--- config.mk ---
export PLATFORM = sky130hd
export DESIGN_NAME = dmem_ctrl
export DESIGN_NICKNAME = d
export VERILOG_FILES = /design/src/rtl/dmem_ctrl_pkg.sv /design/src/rtl/rr_arb2.sv /design/src/rtl/dmem_ctrl.sv
export SDC_FILE = /design/constraint.sdc
export NUM_CORES = 1
export LEC_CHECK = 0
export CAP_MARGIN = 20
export CORE_MARGIN = 2
export CORE_UTILIZATION = 35
export CTS_BUF_LIST = sky130_fd_sc_hd__clkbuf_2 sky130_fd_sc_hd__clkbuf_4 sky130_fd_sc_hd__clkbuf_8
export DETAILED_ROUTE_END_ITERATION = 10
export DONT_BUFFER_PORTS = 1
export SLEW_MARGIN = 5
export SYNTH_ARGS = -nofsm -noshare
export SYNTH_HDL_FRONTEND = slang
export SYNTH_HIERARCHICAL = 1
export SYNTH_SLANG_ARGS = --single-unit
--- constraint.sdc ---
create_clock -name clk -period 3.1 [get_ports clk]
set_input_delay 0.31 -clock clk [delete_from_list [all_inputs] [get_ports clk]]
set_output_delay 0.31 -clock clk [all_outputs]
set_load 0.01 [all_outputs]
--- src/rtl/dmem_ctrl_pkg.sv ---
// Shared encodings for the data-memory controller: access sizes, FSM states, port owners,
// and the alignment rule used when a latched request is executed.
package dmem_ctrl_pkg;

  localparam logic [1:0] SZ_B = 2'd0;
  localparam logic [1:0] SZ_H = 2'd1;
  localparam logic [1:0] SZ_W = 2'd2;

  typedef enum logic [1:0] {IDLE, EXEC, MERGE, RESP} state_e;

  typedef enum logic {OWN_C, OWN_D} owner_e;

  // Size 3 is reserved and reported the same way as a misaligned access.
  function automatic logic misaligned(input logic [1:0] size, input logic [1:0] lsb);
    return (size == SZ_H && lsb[0]) || (size == SZ_W && lsb != 2'b00) || (size == 2'd3);
  endfunction

endpackage

--- src/rtl/rr_arb2.sv ---
// Two-way round-robin arbiter. Bit 0 is the core port, bit 1 the DMA/debug port.
module rr_arb2
  import dmem_ctrl_pkg::*;
(
  input  logic       clk,
  input  logic       rst_n,
  input  logic [1:0] req,
  input  logic       advance,
  output logic [1:0] grant
);

  owner_e last_grant;

  always_comb begin
    grant = 2'b00;
    unique case (req)
      2'b01:   grant = 2'b01;
      2'b10:   grant = 2'b10;
      2'b11:   grant = (last_grant == OWN_D) ? 2'b01 : 2'b10;
      default: grant = 2'b00;
    endcase
  end

  // Starts as DMA so the core wins the first tie out of reset.
  always_ff @(posedge clk or negedge rst_n) begin
    if (!rst_n) begin
      last_grant <= OWN_D;
    end else if (advance && (req != 2'b00)) begin
      last_grant <= grant[1] ? OWN_D : OWN_C;
    end
  end

endmodule

--- src/rtl/dmem_ctrl.sv ---
// Two-requester controller for the single-port data memory: round-robin arbitration,
// load extension, read-modify-write for sub-word stores and misalignment errors.
module dmem_ctrl
  import dmem_ctrl_pkg::*;
#(
  parameter int unsigned ADDR_W = 32,
  parameter int unsigned DATA_W = 32
) (
  input  logic              clk,
  input  logic              rst_n,
  input  logic              c_req_valid,
  output logic              c_req_ready,
  input  logic [ADDR_W-1:0] c_req_addr,
  input  logic              c_req_we,
  input  logic [1:0]        c_req_size,
  input  logic              c_req_unsigned,
  input  logic [DATA_W-1:0] c_req_wdata,
  output logic              c_rsp_valid,
  input  logic              c_rsp_ready,
  input  logic              d_req_valid,
  output logic              d_req_ready,
  input  logic [ADDR_W-1:0] d_req_addr,
  input  logic              d_req_we,
  input  logic [1:0]        d_req_size,
  input  logic              d_req_unsigned,
  input  logic [DATA_W-1:0] d_req_wdata,
  output logic              d_rsp_valid,
  input  logic              d_rsp_ready,
  output logic [DATA_W-1:0] rsp_rdata,
  output logic              rsp_err,
  output logic              mem_read,
  output logic              mem_write,
  output logic [ADDR_W-1:0] mem_addr,
  output logic [DATA_W-1:0] mem_wdata,
  input  logic [DATA_W-1:0] mem_rdata
);

  state_e            state;
  owner_e            owner;
  logic [ADDR_W-1:0] addr_q;
  logic              we_q;
  logic [1:0]        size_q;
  logic              uns_q;
  logic [DATA_W-1:0] wdata_q;
  logic [DATA_W-1:0] merge_q;

  logic [1:0]        grant;
  logic              mis;
  logic              word_store;
  logic [7:0]        ld_byte;
  logic [15:0]       ld_half;
  logic [DATA_W-1:0] ld_ext;
  logic [DATA_W-1:0] merged;

  rr_arb2 u_arb (
    .clk     (clk),
    .rst_n   (rst_n),
    .req     ({d_req_valid, c_req_valid}),
    .advance (state == IDLE),
    .grant   (grant)
  );

  assign mis        = misaligned(size_q, addr_q[1:0]);
  assign word_store = we_q && (size_q == SZ_W);

  assign c_req_ready = (state == IDLE) && grant[0];
  assign d_req_ready = (state == IDLE) && grant[1];
  assign c_rsp_valid = (state == RESP) && (owner == OWN_C);
  assign d_rsp_valid = (state == RESP) && (owner == OWN_D);

  assign mem_read  = (state == EXEC) && !mis && !word_store;
  assign mem_write = ((state == EXEC) && !mis && word_store) || (state == MERGE);
  assign mem_addr  = (state == EXEC || state == MERGE) ? {addr_q[ADDR_W-1:2], 2'b00} : '0;
  assign mem_wdata = (state == MERGE) ? merge_q : (mem_write ? wdata_q : '0);

  always_comb begin
    ld_byte = mem_rdata[{addr_q[1:0], 3'b000} +: 8];
    ld_half = mem_rdata[{addr_q[1], 4'b0000} +: 16];
    unique case (size_q)
      SZ_B:    ld_ext = {{24{~uns_q & ld_byte[7]}}, ld_byte};
      SZ_H:    ld_ext = {{16{~uns_q & ld_half[15]}}, ld_half};
      default: ld_ext = mem_rdata;
    endcase
  end

  // Lane replacement for sub-word stores; the untouched lanes come from the EXEC read.
  always_comb begin
    merged = mem_rdata;
    if (size_q == SZ_B) begin
      merged[{addr_q[1:0], 3'b000} +: 8] = wdata_q[7:0];
    end else begin
      merged[{addr_q[1], 4'b0000} +: 16] = wdata_q[15:0];
    end
  end

  always_ff @(posedge clk or negedge rst_n) begin
    if (!rst_n) begin
      state     <= IDLE;
      owner     <= OWN_C;
      addr_q    <= '0;
      we_q      <= 1'b0;
      size_q    <= SZ_B;
      uns_q     <= 1'b0;
      wdata_q   <= '0;
      merge_q   <= '0;
      rsp_rdata <= '0;
      rsp_err   <= 1'b0;
    end else begin
      unique case (state)
        IDLE: begin
          if (c_req_valid || d_req_valid) begin
            if (grant[1]) begin
              owner   <= OWN_D;
              addr_q  <= d_req_addr;
              we_q    <= d_req_we;
              size_q  <= d_req_size;
              uns_q   <= d_req_unsigned;
              wdata_q <= d_req_wdata;
            end else begin
              owner   <= OWN_C;
              addr_q  <= c_req_addr;
              we_q    <= c_req_we;
              size_q  <= c_req_size;
              uns_q   <= c_req_unsigned;
              wdata_q <= c_req_wdata;
            end
            state <= EXEC;
          end
        end
        EXEC: begin
          rsp_err   <= mis;
          rsp_rdata <= (!mis && !we_q) ? ld_ext : '0;
          if (!mis && we_q && !word_store) begin
            merge_q <= merged;
            state   <= MERGE;
          end else begin
            state <= RESP;
          end
        end
        MERGE: state <= RESP;
        RESP: begin
          if ((owner == OWN_C) ? c_rsp_ready : d_rsp_ready) begin
            state <= IDLE;
          end
        end
      endcase
    end
  end

endmodule

==> impl_metrics.toml, run 1 <==
[layout]
fillers = 2180
area_growth_pct = 10.7
drive_above_1_share_pct = 8.59
utilization_pct = 39.4
nets = 961
diodes = 0

[floorplan]
rows = 54
die_y_um = 153
core_um2 = 21800
start_util_pct = 35.6
ioPinCount = 277
chipWidth_um = 153
dieArea_um2 = 23300

[timing]
slew_violations = 0
finClkSkew_ns = 0.0186
holdWs_ns = -0.463
max_slew_margin_pct = 47.9
rsz0062_at_grt = "no"
post-route-period-util_pct = 91.1
setup_violations = 0
fin_tns_setup_ns = 0
finalHoldViolCount = 137
tightest_slew_ns = 0.781
min_period_ns = 2.82
max_freq_ghz = 0.354

[setup_path]
path_buf_inv = 2
cpMaxStageDelayCell = "dfrtp_1"
reg2reg_slack_ns = 0.78
critPathCaptureType = "primary output"
start_kind = "flip-flop"
worst_path_largest_cell_delay_ns = 0.38
cp_cell_sequence = "inv_1, ha_1, nor2b_1, a41oi_4, buf_4, nor2_1"
crit_fanout = 23
worst-setup-path-type = "flip-flop to primary output"
path_delay_family = "simple AND/OR/NAND/NOR gates"
critical_path_arrival_ns = 2.51
required_ns = 2.79

[synth]
yosys_warnings = 6
yosys.area.top_type_share_pct = 43.9
syn_avg_cell_area_um2 = 9.77
synthTopCellsByArea = "dfrtp_1 44%, mux2i_1 15%, o21ai_0 6.5%"
synth-edff-count = 0
synth-compound-area-share_pct = 20.7
synth_top_family_by_area = "compound AO/OA/AOI/OAI gates"
synth_xor_area_share_pct = 0
synth_seq_cells = 137
postSynth.asyncResetShare_pct = 100
synthSimpleGateAreaFrac_pct = 12.8
yosys.area.top_type = "dfrtp_1"
synthCells = 793
yosysUniqueCellTypes = 50
synth_mux_area_share_pct = 16.7
synth_common_cells = "136 x dfrtp_1, 118 x mux2i_1, 100 x o21ai_0, 96 x nand2_1"
synth_area_um2 = 7750
ys.flop_type = "dfrtp_1"
synth-seq-area-share_pct = 44.3
synth_fa_ha_area_share_pct = 1.29
yosysMostFrequentCell = "dfrtp_1"

[status]
violations = "negative hold slack"
run_status = "finished with violations"

[detailed_routing]
drtIter0Drc = 445
viasPerCell = 5.60
wl_mm = 23.6
vias = 6000
drc = 0
dr.pass1.iters = 6
wl_per_cell_um = 22.0
ant_nets = 0

[global_route]
grt_pass1_wl_mm = 35.7
grt_usage_pct = 19.9
grt_max_degree = 138
grt_antenna_before_repair = 0
grt_remaining_overflow = 0
grt_pass1_vias = 5835

[placement]
place.gp.congestion = 0.852
dp_hpwl_mm = 17.0
port_buffers = 0

[clock_network]
cts_hold_buf = 18
clk_pin_slew_ns = 0.09
clock_tree.buffer_depth = 2
cts_setup_buffers = 0
cts_made_buffers = 17
ctsResizeCount = 0
tritoncts = "done"
clk_latency_ns = 0.46
clockRootBuffer = "clkbuf_8"
cts_sinks = 137
h-tree-depth = 4

[min_path]
hp-class = "input port to async pin"

[power_and_ir_drop]
p_leak_nw = 3.76
powerDensity_nw_per_um2 = 1060
vdd.ir_drop.worst_v = 0.000460

[run]
max-cap-violations = 0
-- cell usage in the layout (no fill, tap or decap), types with 3 or more instances in the layout --
cell type and instances:
or3_1 8, ha_1 7, inv_1 8, nor2b_1 3
buf_4 11, nor2_1 38, mux2_2 9, mux2i_1 118
a211o_1 6, and3b_1 6, nand2b_1 12, a22o_1 18
clkbuf_8 18, inv_6 6, and2_1 33, dfrtp_1 136
a21oi_1 32, dlygate4sd3_1 18, a221o_1 33, o21ai_0 99
a22oi_1 25, o2bb2ai_1 8, nand2_1 96
-- report_power, final --
part           switching (mW)  total, mW  leakage (nW)  internal, mW
clock                   0.815       1.57         0.203         0.758
sequential              0.819       3.39          1.74          2.57
combinational            2.47       4.10          1.82          1.64
-- layout make-up --
type                    count  area, um^2  share of cell area, %
repair buffers             31         303                   3.53
inverters                  10        37.5                  0.438
clock buffers              18         248                   2.89
well taps                 280         350                   4.08
flip-flops and latches    137        3430                   40.0
multi-input cells         582        4050                   47.2
clock inverters            14         161                   1.88
-- logic make-up after synthesis --
| logic type | Yosys count |
|---|---|
| other | 1 |
| buffers and inverters | 75 |
| multiplexers | 128 |
| AND/OR/NAND/NOR | 207 |
| adder cells (fa/ha/maj) | 8 |
| flip-flops | 137 |
| AO/OA/AOI/OAI | 237 |
-- worst paths after layout --
check | from | end | depth (start not counted)
worst max-delay path | addr_q[0]$_DFFE_PN0P_ | mem_wdata[8] | 6
worst min-delay path | rst_n | wdata_q[14]$_DFFE_PN0P_ | 0
worst max register to register | addr_q[1]$_DFFE_PN0P_ | merge_q[30]$_DFFE_PN0P_ | 6
worst min register to register | addr_q[7]$_DFFE_PN0P_ | addr_q[7]$_DFFE_PN0P_ | 2
max in group asynchronous | rst_n | u_arb/last_grant$_DFFE_PN1P_ | 0
min in group clk | mem_rdata[1] | merge_q[1]$_DFFE_PN0P_ | 2
-- sequential cells by signal, summed over array words and instances, names as in the netlist --
signal / cells
uns_q: 1
we_q: 1
merge_q: 32
rsp_err: 1
state: 2
addr_q: 32
rsp_rdata: 32
u_arb/last_grant: 1
owner: 1
wdata_q: 32
size_q: 2
-- through the flow --
stage / worst slack [ns] / hold WS, ns / power, mW / instances / instance area [um^2]
finish: 0.276 / -0.463 / 9.07 / 1072 / 8580
global route: 0.118 / -0.500 / 9.78 / 1072 / 8580
CTS: 0.248 / -0.493 / 9.16 / 1072 / 8580
detailed placement: 0.748 / 0.0187 / 7.52 / 1022 / 7990
global placement: 0.792 / 0.0200 / 7.45 / 1022 / 7990
floorplan: 0.775 / 0.0144 / 6.40 / 794 / 7750
-- routing by layer --
| metal | GRT usage (%) | share of wire, % |
|---|---|---|
| met4 | 5.56 | 1.7 |
| met5 | 0 | 0 |
| met3 | 4.64 | 6.9 |
| met1 | 27.0 | 44 |
| met2 | 31.8 | 47 |
(Power assumes the default switching activity.)
==> inputs of run 2 (changes only) <==
Settings changed: CTS_BUF_LIST sky130_fd_sc_hd__clkbuf_2 sky130_fd_sc_hd__clkbuf_4 sky130_fd_sc_hd__clkbuf_8 to sky130_fd_sc_hd__clkbuf_4.
==> run 2 against run 1 <==
  * The flow still finishes with violations (negative hold slack)
  * Hold slack lost 0.11 ns
  * Combinational power grew 9.0%
  * Clock skew grew 0.023 ns
  * Final cell count grew 14%
  * Die area is the same
  * Core utilization grew 6.2 points
  * Non-clock buffer count grew 146
  * Critical path depth shrank 1
  * Critical endpoint unchanged
  * Largest power group unchanged
==> impl_metrics.toml, run 2 (same netlist as run 1, synthesis figures left out) <==
[setup_path]
crit_fanout = 23
critPathCaptureType = "primary output"
worst-setup-path-type = "flip-flop to primary output"
critical_path_arrival_ns = 2.58
required_ns = 2.79
start_kind = "flip-flop"

[detailed_routing]
dr.pass1.iters = 5
wl_mm = 26.7
ant_nets = 0
drtIter0Drc = 559
vias = 6681
viasPerCell = 5.48
drc = 0
wl_per_cell_um = 21.9

[clock_network]
clk_latency_ns = 0.57
cts_sinks = 137
clockRootBuffer = "clkbuf_4"
cts_made_buffers = 17
h-tree-depth = 4
clk_pin_slew_ns = 0.17
tritoncts = "done"
clock_tree.buffer_depth = 2

[layout]
stdcell_area_um2 = 9930
final_common_cell = "dlygate4sd3_1"
area_growth_pct = 28.2
fillers = 2025
most-common-layout-cells = "164 x dlygate4sd3_1, 136 x dfrtp_1, 118 x mux2i_1"
drive_above_1_share_pct = 7.25
nets = 1107

[global_route]
grt_pass1_vias = 6711
grt_max_degree = 138
grt_antenna_before_repair = 1
grt_usage_pct = 22.3
grt_pass1_wl_mm = 40.0
grt_remaining_overflow = 0

[timing]
setup_violations = 0
post-route-period-util_pct = 93.2
slew_violations = 0
max_slew_margin_pct = 44.8
holdWs_ns = -0.577
finClkSkew_ns = 0.0411
finalHoldViolCount = 137
rsz0062_at_grt = "no"
max_freq_ghz = 0.346
fin_ws_ns = 0.212
fin_tns_setup_ns = 0
min_period_ns = 2.89
tightest_slew_ns = 0.828

[placement]
placed_cell_area_um2 = 7990
place.gp.congestion = 0.852
dp_hpwl_mm = 17.0
pre_cts_ws_ns = 0.748
port_buffers = 0

[power_and_ir_drop]
vdd.ir_drop.worst_v = 0.000456
p_leak_nw = 4.33
powerDensity_nw_per_um2 = 921

[floorplan]
dieArea_um2 = 23300
die_y_um = 153
start_util_pct = 35.6
chipWidth_um = 153
core_um2 = 21800
ioPinCount = 277
rows = 54

[min_path]
hp-class = "input port to async pin"

[status]
violations = "negative hold slack"
run_status = "finished with violations"

[run]
max-cap-violations = 0
==> run 2: repair_timing <==
| item | in CTS | in global routing |
|---|---|---|
| endpoints found under the hold margin | 259 | 138 |
| hold buffers | 162 | 2 |
| endpoints found under the setup margin | 0 | 1 |
| setup buffers | 0 | 0 |
| gates resized for setup | 0 | 1 |
==> run 2: path summary, 6_finish.rpt <==
kind                       depth (start not counted)                         start  slack [ns]                           end
min in group clk                                   2                c_req_wdata[7]        0.03        wdata_q[7]$_DFFE_PN0P_
max in group asynchronous                          0                         rst_n        3.34  u_arb/last_grant$_DFFE_PN1P_
setup reg to reg                                   6  u_arb/last_grant$_DFFE_PN1P_        0.55        addr_q[11]$_DFFE_PN0P_
setup / recovery                                   5          state[1]$_DFFE_PN0P_        0.21                  mem_wdata[8]
hold reg to reg                                    2         addr_q[4]$_DFFE_PN0P_        0.49         addr_q[4]$_DFFE_PN0P_
hold / removal                                     0                         rst_n       -0.58       merge_q[10]$_DFFE_PN0P_
==> run 2: worst max-delay path: stages, from the launching register on <==
cell and delay (ns):
dfrtp_1 0.43, inv_1 0.10, ha_1 0.48, a41oi_4 0.32, buf_4 0.33, nor2_1 0.37
==> run 2: area by class of cell <==
cell class	count	area, um^2	area share (%)
sequential	137	3430	34.5
multi-input combinational	582	4050	40.8
clock inverter	15	165	1.66
antenna	2	5.00	0.0504
clock buffer	17	128	1.29
timing repair buffer	177	1760	17.8
inverter	10	37.5	0.378
tap	280	350	3.53
==> run 2: per-layer routing <==
layer,part of all wire (%),track usage (%),wire (um)
met2,48,37.0,12800
met5,0,0,0
met3,6.3,4.89,1680
met4,3.3,8.33,872
met1,42,28.5,11300
==> run 2: per-stage QoR <==
| stage | util [%] | power [mW] | instances |
|---|---|---|---|
| after global placement | 36.7 | 7.45 | 1022 |
| after CTS | 45.5 | 9.14 | 1216 |
| final | 45.6 | 9.15 | 1220 |
| after detailed placement | 36.7 | 7.52 | 1022 |
| after global routing | 45.6 | 9.82 | 1220 |
| after floorplan | - | 6.40 | 794 |
==> run 2: power breakdown <==
part | internal (mW) | switching [mW] | leakage, nW | total [mW]
registers | 2.57 | 0.827 | 1.74 | 3.39
logic | 1.89 | 2.58 | 2.43 | 4.47
clock network | 0.497 | 0.786 | 0.154 | 1.28
total | 4.95 | 4.19 | 4.33 | 9.15
==> inputs of run 3 (changes only) <==
Settings changed: CORE_ASPECT_RATIO from default to 2.
==> run 3 against run 2 <==
  * The run still ends with negative hold slack left
  * Clock skew decreased by 0.014 ns
  * Via count is 4.1% higher
  * Flip-flop and latch count unchanged
  * Highest routed layer unchanged
==> impl_metrics.toml, run 3 (same netlist as run 1, synthesis figures left out) <==
[status]
run_status = "finished with violations"
violations = "negative hold slack"

[detailed_routing]
viasPerCell = 5.67
wl_per_cell_um = 23.1
top_layer = "met4"
dr.pass1.iters = 5
drc = 0
m1WireLength_mm = 9.97
ant_nets = 0
wl_mm = 28.3
met3RoutedLength_mm = 1.58
drtIter0Drc = 437
vias = 6953
wl_met2_mm = 15.1

[global_route]
grt_pass1_wl_mm = 43.4
grt_antenna_before_repair = 1
grt_pass1_vias = 7410
grt_max_degree = 138
grt_remaining_overflow = 0
grt_usage_pct = 24.8

[clock_network]
clock_tree.buffer_depth = 2
cts_hold_buf = 168
cts_sinks = 137
clk_pin_slew_ns = 0.13
clockRootBuffer = "clkbuf_4"
clk_latency_ns = 0.60
tritoncts = "done"
cts_made_buffers = 17
h-tree-depth = 4

[placement]
placed_cell_area_um2 = 8030
dp_hpwl_mm = 18.5
place.gp.congestion = 0.871
port_buffers = 0
dp_cells = 1022
pre_cts_ws_ns = 0.591

[power_and_ir_drop]
powerDensity_nw_per_um2 = 918
p_leak_nw = 4.37
vdd.ir_drop.worst_v = 0.000448

[timing]
min_period_ns = 2.92
finalHoldViolCount = 137
tightest_slew_ns = 1.04
post-route-period-util_pct = 94.2
max_slew_margin_pct = 30.1
setup_violations = 0
fin_tns_setup_ns = 0
finClkSkew_ns = 0.0273
holdWs_ns = -0.615
max_freq_ghz = 0.342
fin_ws_ns = 0.179
rsz0062_at_grt = "no"
slew_violations = 0

[layout]
final_common_cell = "dlygate4sd3_1"
drive_above_1_share_pct = 7.59
area_growth_pct = 29.0
utilization_pct = 45.5
most-common-layout-cells = "168 x dlygate4sd3_1, 136 x dfrtp_1, 118 x mux2i_1"
stdcell_area_um2 = 9990
nets = 1119
instances_no_fill = 1226

[floorplan]
dieArea_um2 = 23400
core_um2 = 22000
rows = 77
chipWidth_um = 109
start_util_pct = 35.3
ioPinCount = 277
die_y_um = 214

[setup_path]
crit_fanout = 12
required_ns = 2.79
critical_path_arrival_ns = 2.61
start_kind = "flip-flop"
worst-setup-path-type = "flip-flop to primary output"
critPathCaptureType = "primary output"

[run]
max-cap-violations = 0

[min_path]
hp-class = "input port to async pin"
==> run 3: cell types whose count changed in the layout (fill, tap and decap cells not counted), sizes merged, moves of 2 or more <==
cell	delta
buf	+8
clkbuf	+2
clkinv	+6
clkinvlp	-2
dlygate4sd3	+4
inv	-7
==> run 3: worst paths after layout <==
check | cells after the start | slack (ns) | startpoint | endpoint
setup / recovery | 7 | 0.18 | addr_q[1]$_DFFE_PN0P_ | mem_wdata[12]
hold / removal | 0 | -0.61 | rst_n | merge_q[23]$_DFFE_PN0P_
setup reg to reg | 6 | 0.55 | addr_q[1]$_DFFE_PN0P_ | merge_q[30]$_DFFE_PN0P_
hold reg to reg | 2 | 0.48 | addr_q[20]$_DFFE_PN0P_ | addr_q[20]$_DFFE_PN0P_
max in group asynchronous | 0 | 3.42 | rst_n | u_arb/last_grant$_DFFE_PN1P_
min in group clk | 3 | 0.04 | mem_rdata[19] | rsp_rdata[3]$_DFFE_PN0N_
==> run 3: worst max-delay path: stages, from the launching register on <==
cell and delay (ns):
dfrtp_1 0.40, inv_1 0.05, buf_4 0.18, ha_1 0.27, nor2b_2 0.27, a41oi_4 0.28
buf_4 0.30, nor2_1 0.24
==> run 3: power by group <==
group | switching [mW] | internal, mW | leakage (nW) | total [mW]
Sequential | 0.847 | 2.57 | 1.74 | 3.42
Clock | 0.679 | 0.474 | 0.146 | 1.15
Combinational | 2.68 | 1.93 | 2.49 | 4.61
==> run 3: area by class of cell <==
class                           count  area, um^2
Antenna cell                        1        2.50
Clock buffer                       19         143
Clock inverter                     12         109
Fill cell                        2069       12000
Inverter                           10        37.5
Multi-Input combinational cell    582        4050
Sequential cell                   137        3430
Tap cell                          276         345
Timing Repair Buffer              189        1880
==> run 3: stage by stage <==
step | power [mW] | hold slack [ns]
floorplan | 6.40 | 0.0144
global placement | 7.60 | 0.0215
detailed placement | 7.67 | 0.0205
CTS | 9.18 | -0.660
global route | 9.86 | -0.667
finish | 9.18 | -0.615
==> run 3: timing repair <==
action,CTS,global route
endpoints found under the setup margin,18,32
buffers inserted,4,0
pin swaps,1,1
gates resized for setup,0,1
endpoints found under the hold margin,269,137
==> run 3: routing by layer <==
metal,GRT usage [%],up-vias
met2,43.3,321
met5,0,-
li1,-,3171
met3,5.68,86
met4,14.1,0
met1,26.8,3375
